`config.mk`:
```
export PLATFORM = sky130hd
export DESIGN_NAME = instruction_encoder
export DESIGN_NICKNAME = d
export VERILOG_FILES = /design/src/rtl/instruction_encoder.sv
export SDC_FILE = /design/constraint.sdc
export NUM_CORES = 1
export LEC_CHECK = 0
export ABC_AREA = 1
export CORE_ASPECT_RATIO = 0.9
export CORE_MARGIN = 10
export CORE_UTILIZATION = 32
export DETAILED_ROUTE_END_ITERATION = 12
export GPL_ROUTABILITY_DRIVEN = 0
export GPL_TIMING_DRIVEN = 0
export PLACE_DENSITY_LB_ADDON = 0.1
export SLEW_MARGIN = 0
export SYNTH_ARGS = -nofsm -noshare
export SYNTH_HDL_FRONTEND = slang
export SYNTH_SLANG_ARGS = --single-unit
```
`constraint.sdc`:
```
create_clock -name clock -period 4.2 [get_ports clock]
set_input_delay 0.84 -clock clock [delete_from_list [all_inputs] [get_ports clock]]
set_output_delay 0.84 -clock clock [all_outputs]
set_load 0.1 [all_outputs]
```
`src/rtl/instruction_encoder.sv`:
```
// RV32I instruction encoder: symbolic request in, machine word plus byte address out.
// Optional macro INSTR_ENCODER_CHECK_EN enables kind/immediate range checking and the sticky error flag.
module instruction_encoder #(
    parameter int ADDR_WIDTH = 8,
    parameter int BASE_ADDR  = 0
) (
    input  logic                  clock,
    input  logic                  reset,
    input  logic                  in_valid,
    output logic                  in_ready,
    input  logic [3:0]            in_kind,
    input  logic [2:0]            in_funct3,
    input  logic                  in_funct7b5,
    input  logic [4:0]            in_rd,
    input  logic [4:0]            in_rs1,
    input  logic [4:0]            in_rs2,
    input  logic [31:0]           in_imm,
    output logic                  out_valid,
    input  logic                  out_ready,
    output logic [31:0]           out_instr,
    output logic [ADDR_WIDTH-1:0] out_addr,
    output logic                  error,
    output logic [15:0]           count
);

    localparam logic [ADDR_WIDTH-1:0] BASE = BASE_ADDR[ADDR_WIDTH-1:0];

    typedef enum logic [1:0] {S_IDLE, S_ENCODE, S_OUTPUT} state_t;
    state_t state;

    logic [3:0]  k_kind;
    logic [2:0]  k_f3;
    logic        k_f7b5;
    logic [4:0]  k_rd;
    logic [4:0]  k_rs1;
    logic [4:0]  k_rs2;
    logic [31:0] k_imm;

    logic [31:0] enc_word;
    logic        range_ok;
    logic        is_shift;
    logic [6:0]  funct7;

    assign is_shift = (k_f3 == 3'b001) || (k_f3 == 3'b101);
    assign funct7   = {1'b0, k_f7b5, 5'b00000};

    always_comb begin
        enc_word = 32'h0000_0013;
        case (k_kind)
            4'd0: enc_word = {k_imm[11:0], k_rs1, 3'b010, k_rd, 7'h03};
            4'd1: enc_word = {k_imm[11:5], k_rs2, k_rs1, 3'b010, k_imm[4:0], 7'h23};
            4'd2: enc_word = {funct7, k_rs2, k_rs1, k_f3, k_rd, 7'h33};
            4'd3: enc_word = {k_imm[31:12], k_rd, 7'h37};
            4'd4: enc_word = {k_imm[12], k_imm[10:5], k_rs2, k_rs1, 3'b000,
                              k_imm[4:1], k_imm[11], 7'h63};
            4'd5: enc_word = {k_imm[12], k_imm[10:5], k_rs2, k_rs1, 3'b001,
                              k_imm[4:1], k_imm[11], 7'h63};
            4'd6: begin
                if (is_shift)
                    enc_word = {funct7, k_imm[4:0], k_rs1, k_f3, k_rd, 7'h13};
                else
                    enc_word = {k_imm[11:0], k_rs1, k_f3, k_rd, 7'h13};
            end
            4'd7: enc_word = {k_imm[20], k_imm[10:1], k_imm[11], k_imm[19:12], k_rd, 7'h6F};
            default: enc_word = 32'h0000_0013;
        endcase
    end

`ifdef INSTR_ENCODER_CHECK_EN
    logic signed [31:0] imm_s;
    logic in12, in_shamt, in_br, in_jal;

    assign imm_s    = k_imm;
    assign in12     = (imm_s >= -32'sd2048) && (imm_s <= 32'sd2047);
    assign in_shamt = (imm_s >= 32'sd0) && (imm_s <= 32'sd31);
    assign in_br    = (imm_s >= -32'sd4096) && (imm_s <= 32'sd4094) && !k_imm[0];
    assign in_jal   = (imm_s >= -32'sd1048576) && (imm_s <= 32'sd1048574) && !k_imm[0];

    always_comb begin
        range_ok = 1'b0;
        case (k_kind)
            4'd0, 4'd1: range_ok = in12;
            4'd2:       range_ok = 1'b1;
            4'd3:       range_ok = (k_imm[11:0] == 12'h000);
            4'd4, 4'd5: range_ok = in_br;
            4'd6:       range_ok = is_shift ? in_shamt : in12;
            4'd7:       range_ok = in_jal;
            default:    range_ok = 1'b0;
        endcase
    end
`else
    // Unchecked build: fields are truncated and illegal kinds become a nop.
    assign range_ok = 1'b1;
`endif

    always_ff @(posedge clock) begin
        if (reset) begin
            state     <= S_IDLE;
            in_ready  <= 1'b0;
            out_valid <= 1'b0;
            out_instr <= 32'h0;
            out_addr  <= BASE;
            error     <= 1'b0;
            count     <= 16'h0;
        end else begin
            case (state)
                S_IDLE: begin
                    in_ready <= 1'b1;
                    if (in_valid && in_ready) begin
                        k_kind   <= in_kind;
                        k_f3     <= in_funct3;
                        k_f7b5   <= in_funct7b5;
                        k_rd     <= in_rd;
                        k_rs1    <= in_rs1;
                        k_rs2    <= in_rs2;
                        k_imm    <= in_imm;
                        in_ready <= 1'b0;
                        state    <= S_ENCODE;
                    end
                end
                S_ENCODE: begin
                    if (range_ok) begin
                        out_instr <= enc_word;
                        out_valid <= 1'b1;
                        state     <= S_OUTPUT;
                    end else begin
                        error    <= 1'b1;
                        in_ready <= 1'b1;
                        state    <= S_IDLE;
                    end
                end
                S_OUTPUT: begin
                    if (out_ready) begin
                        out_valid <= 1'b0;
                        out_addr  <= out_addr + ADDR_WIDTH'(4);
                        if (count != 16'hFFFF)
                            count <= count + 16'd1;
                        in_ready  <= 1'b1;
                        state     <= S_IDLE;
                    end
                end
                default: state <= S_IDLE;
            endcase
        end
    end

endmodule

```
Yosys cells after proc, flatten, opt, wreduce, memory -nomap -nowiden
Cells that the tools add are included.
- $add $sub $neg: 2
- mux-type cells: 10
- bitwise gates (word level): 1
- reductions and logical operators: 12
- eq/ne operators: 14
- operator list (kind ; number):
    one-hot mux 32 bit (8 select lines) ; 1
    two-way mux 32 bit ; 1
    adder 16 x 1 -> 16 bit (second input constant) ; 1
    equality test 4 x 3 -> 1 bit (second input constant) ; 4
    inequality test 16 bit (second input constant) ; 1
    adder 8 x 3 -> 8 bit (second input constant) ; 1
    equality test 4 x 2 -> 1 bit (second input constant) ; 2
    AND reduction 2 bit ; 4
    one-hot mux 2 bit (3 select lines) ; 1
    AND reduction 3 bit ; 2
    equality test 4 x 1 -> 1 bit (second input constant) ; 1
    logical NOT 4 bit ; 1
    two-way mux 2 bit ; 2
    inequality test 2 bit (second input constant) ; 2
    one-hot mux 1 bit (2 select lines) ; 2
    nonzero test 2 bit ; 2
    equality test 3 x 1 -> 1 bit (second input constant) ; 1
    equality test 3 bit (second input constant) ; 1
    two-way mux 1 bit ; 3
    equality test 2 x 1 -> 1 bit (second input constant) ; 1
    equality test 2 bit (second input constant) ; 1
    logical NOT 2 bit ; 1
    logical AND 1 bit ; 1
    logical OR 1 bit ; 1
    NOT 1 bit ; 1
- flip-flop bits (word level): 115
- logic and storage cells: 52
- output and inout bits: 59
- bits of input ports: 59

Longest topological paths before layout
- depth in word-level cells: 4
- gate-level depth with buffers: 10
- mapped depth without buffers: 9

Worst setup path after synthesis
Ideal clock, no wire load.
- kind: input-to-reg
- start point: input port reset
- end point: register k_f3[0], enable pin
- buffers on the path: 2
- arrival: 3539 ps
- setup time: 468 ps
- slack: 192 ps
- required time: 3732 ps
- stages: 3
- path through: clkbuf_1 -> clkbuf_1 -> nor2_1
- cells in the longest elaborated chain, start to end: 2
- ends and longest elaborated chain (element ; RTL line ; source):
    from (decl) ; 8 ; input logic reset,
    NOT 1 bit (no source line) ; - ;
    AND reduction 3 bit (no source line) ; - ;
    to (signal assigned) ; 111 ; k_f3 <= in_funct3;
    to (decl) ; 32 ; logic [2:0] k_f3;
No other way between the ends.
A chain may end at the register's enable or synchronous reset.

Final worst setup path
- start point: register count[14]
- end point: output port count[14]
- RTL lines (element ; RTL line ; source):
    from (decl) ; 23 ; output logic [15:0] count
    from (signal assigned) ; 137 ; count <= count + 16'd1;
No word-level cell between the ends.

==> flow_summary_export.csv <==
group,metric,value,unit
place,dp_worst_setup_slack,1.498,ns
power_and_ir_drop,pwr-share-comb,10.8,%
clock_network,cts_tree,"done",
layout,area_growth,37.15,%
synthesis,ys_seq_area_share,60.97,%
grt,grt_remaining_overflow,0,
critical_path,crit_path_end_kind,"primary output",
floorplanning,core-area,0.01400,mm2
critical_path,worstPathRequired,3.36,ns
routing,drt_iter0_markers,193,
sta,fin_crit,2.829,ns
clock_network,cts_buffer_depth,2,
clock_network,cts_setup_buffers,0,
layout,regArea,0.002793,mm2
clock_network,cts_made_buffers,9,
sta,worstMarginPinSlew,1.030,ns
routing,wl_per_cell,14.42,um
clock_network,clk_latency,0.35,ns
synthesis,ys_seq_elements,112,
critical_path,path_max_fanout,6,
critical_path,worstPathArrival,1.99,ns
clock_network,clock_sinks,112,
sta,relSlewSlack,31.12,%
critical_path,reg2reg_to,"k_imm[22]",
sta,setup_slack,1.371,ns
sta,finalHoldViolations,0,
hold_path,hold_path_end,"out_instr[18]",
critical_path,reg2reg_from,"state[0]",
floorplanning,fp.dieW,146.1,um
layout,nets,708,
place,dpl_cell_area,0.005988,mm2
floorplanning,die_area,0.01951,mm2
critical_path,critPathSlowestCell,"clkdlybuf4s50_1",
sta,final_max_slew_viol_count,0,
synthesis,yosysWarnings,0,
critical_path,r2r_cells,4,
clock_network,cts.repair.resized,0,
critical_path,startpoint_type,"register",
clock_network,cts_root_buf,"clkbuf_16",
grt,grt_pass1_vias,3677,
layout,fin_util,44.86,%
place,port_buffers,113,
critical_path,critPathBufInv,1,
hold_path,hold_path_class,"register to register",
place,hpwl,9316,um
layout,mostFrequentLayoutCells,"174 x nand2_1, 113 x clkdlybuf4s50_1, 57 x dfxtp_1",
power_and_ir_drop,power.leakage,2.308,nW
power_and_ir_drop,switching_power,570.1,uW
power_and_ir_drop,p_seq_share,52.4,%
clock_network,ctsHtreeMaxLevel,3,
routing,drt-total-wl,12190,um
sta,finClkSkew,0.004838,ns
sta,rsz0062_at_grt,"false",
floorplanning,die_h,133.5,um
layout,drive_above_1_share,6.135,%
synthesis,avgSynthCellArea,8.809,um2
sta,setup_violations,0,
layout,final_common_cell,"nand2_1",
layout,n_fill_cell,1353,
routing,via_per_inst,4.477,
job,cap_violations,0,
power_and_ir_drop,switching_share,25.13,%
routing,vias,3783,
critical_path,cp_top_family,"buffers and inverters",
floorplanning,io-pin-count,118,
routing,drc,0,
routing,firstDrtPassIters,4,
layout,diodes,0,
power_and_ir_drop,p_int,1.699,mW
synthesis,synth_cell_types,26,
floorplanning,rows,41,
power_and_ir_drop,ir_worst_vdd,0.1839,mV
hold_path,holdPathStages,2,
routing,ant_nets,0,
critical_path,slowest_delay,1.18,ns
power_and_ir_drop,pwr-share-clk,36.8,%
sta,fin_crit_sh,67.36,%
critical_path,ff2ff_setup_slack,2.39,ns
hold_path,worstHoldStart,"out_instr[18]",
grt,grt_max_degree,34,
power_and_ir_drop,power_density,361.2,mW/mm2
synthesis,syn_inst,520,
outcome,outcome,"completed",
clock_network,ctsHoldBuffers,0,
critical_path,critPathKind,"register to primary output",
clock_network,path_clk_slew,0.07,ns
grt,track_usage,12.24,%
sta,setup_tns,0,ns
floorplanning,start_util,32.71,%
critical_path,crit_chain,"clkdlybuf4s50_1",
layout,multi_input_area,0.001590,mm2
grt,antenna_found_initial,0,
layout,finish.instance_area,0.006282,mm2
grt,grt_pass1_wl,18910,um
sta,clock.fmax,353.5,MHz
synthesis,syn_area,0.004581,mm2
synth_stat cells (all sizes together):
master	n	area (um2)
nand4	5	31.28
and2	2	12.51
nor3	2	10.01
dfxtp	57	1141
a22o	1	8.760
nor3b	1	7.510
a21oi	54	270.3
conb	1	3.750
xor2	1	8.760
clkbuf	12	45.04
buf	8	55.05
ha	2	25.02
edfxtp	55	1652
nand3	44	225.2
nor2	56	227.7
inv	30	112.6
xnor2	2	17.52
o21ai	9	48.80
nand2	178	678.2
sequential cells by signal (all words and copies together), names as in the netlist:
name / cells
count: 16
in_ready: 1
k_f3: 3
k_f7b5: 1
k_imm: 32
k_kind: 4
k_rd: 5
k_rs1: 5
k_rs2: 5
out_addr: 6
out_instr: 31
out_valid: 1
state: 2
power groups by stage:
stage / combinational, mW / sequential [mW] / clock, mW
5_1_grt: 0.262 / 1.19 / 0.902
4_1_cts: 0.249 / 1.19 / 0.867
2_1_floorplan: 0.0787 / 1.28 / 0
6_report: 0.245 / 1.19 / 0.835
3_5_place_dp: 0.248 / 1.21 / 0
3_3_place_gp: 0.244 / 1.22 / 0
worst max-delay path by stage:
stage / start / to / cells past startpoint
6_report: count[14] / count[14] / 1
5_1_grt: count[8] / count[8] / 1
4_1_cts: count[8] / count[8] / 1
3_5_place_dp: reset / k_rs2[3] / 4
3_3_place_gp: reset / k_kind[1] / 3
2_1_floorplan: reset / k_f3[0] / 3
metrics by stage:
stage               power, mW  hold WS (ns)  std cells
finish                  2.269        0.4665        845
global route            2.356        0.4865        845
CTS                     2.305        0.4720        845
detailed placement      1.462        0.4612        829
global placement        1.460        0.4537        828
floorplan               1.358        0.5296        522
worst register-to-register path, delay by kind of cell (launching register included):
family / cells / cell delay, ns
DFF: 1 / 0.33
buffers and inverters: 1 / 0.30
and+or+nand+nor: 3 / 0.86
kinds of logic (layout without fill, tap and decap cells):
kind of cell               count (synthesis)  after routing  share of synthesized area [%]
buffers and inverters                     50            180                          4.643
xor gates and xnor gates                   3              3                         0.5737
DFF                                      112            112                          60.97
other                                      1              3                        0.08187
adders and majority gates                  2              2                         0.5462
AOI/OAI and AO/OA                         64             64                          7.157
and+or+nand+nor                          288            288                          26.03
area by class of cell:
class	instances	area share (%)
Buffer	20	1.593
Clock buffer	11	4.023
Clock inverter	5	0.6572
Inverter	30	1.792
Multi-Input combinational cell	360	25.31
Sequential cell	112	44.45
Tap cell	193	3.844
Timing Repair Buffer	114	18.32
metal layers:
metal | GRT usage (%) | up-vias | share of wire, %
li1 | - | 1959 | -
met5 | 0 | - | 0
met4 | 3.167 | 0 | 1.0
met1 | 13.87 | 1718 | 44
met3 | 5.281 | 9 | 7.4
met2 | 20.78 | 97 | 47
No activity file was read; power rests on OpenSTA's default activity.
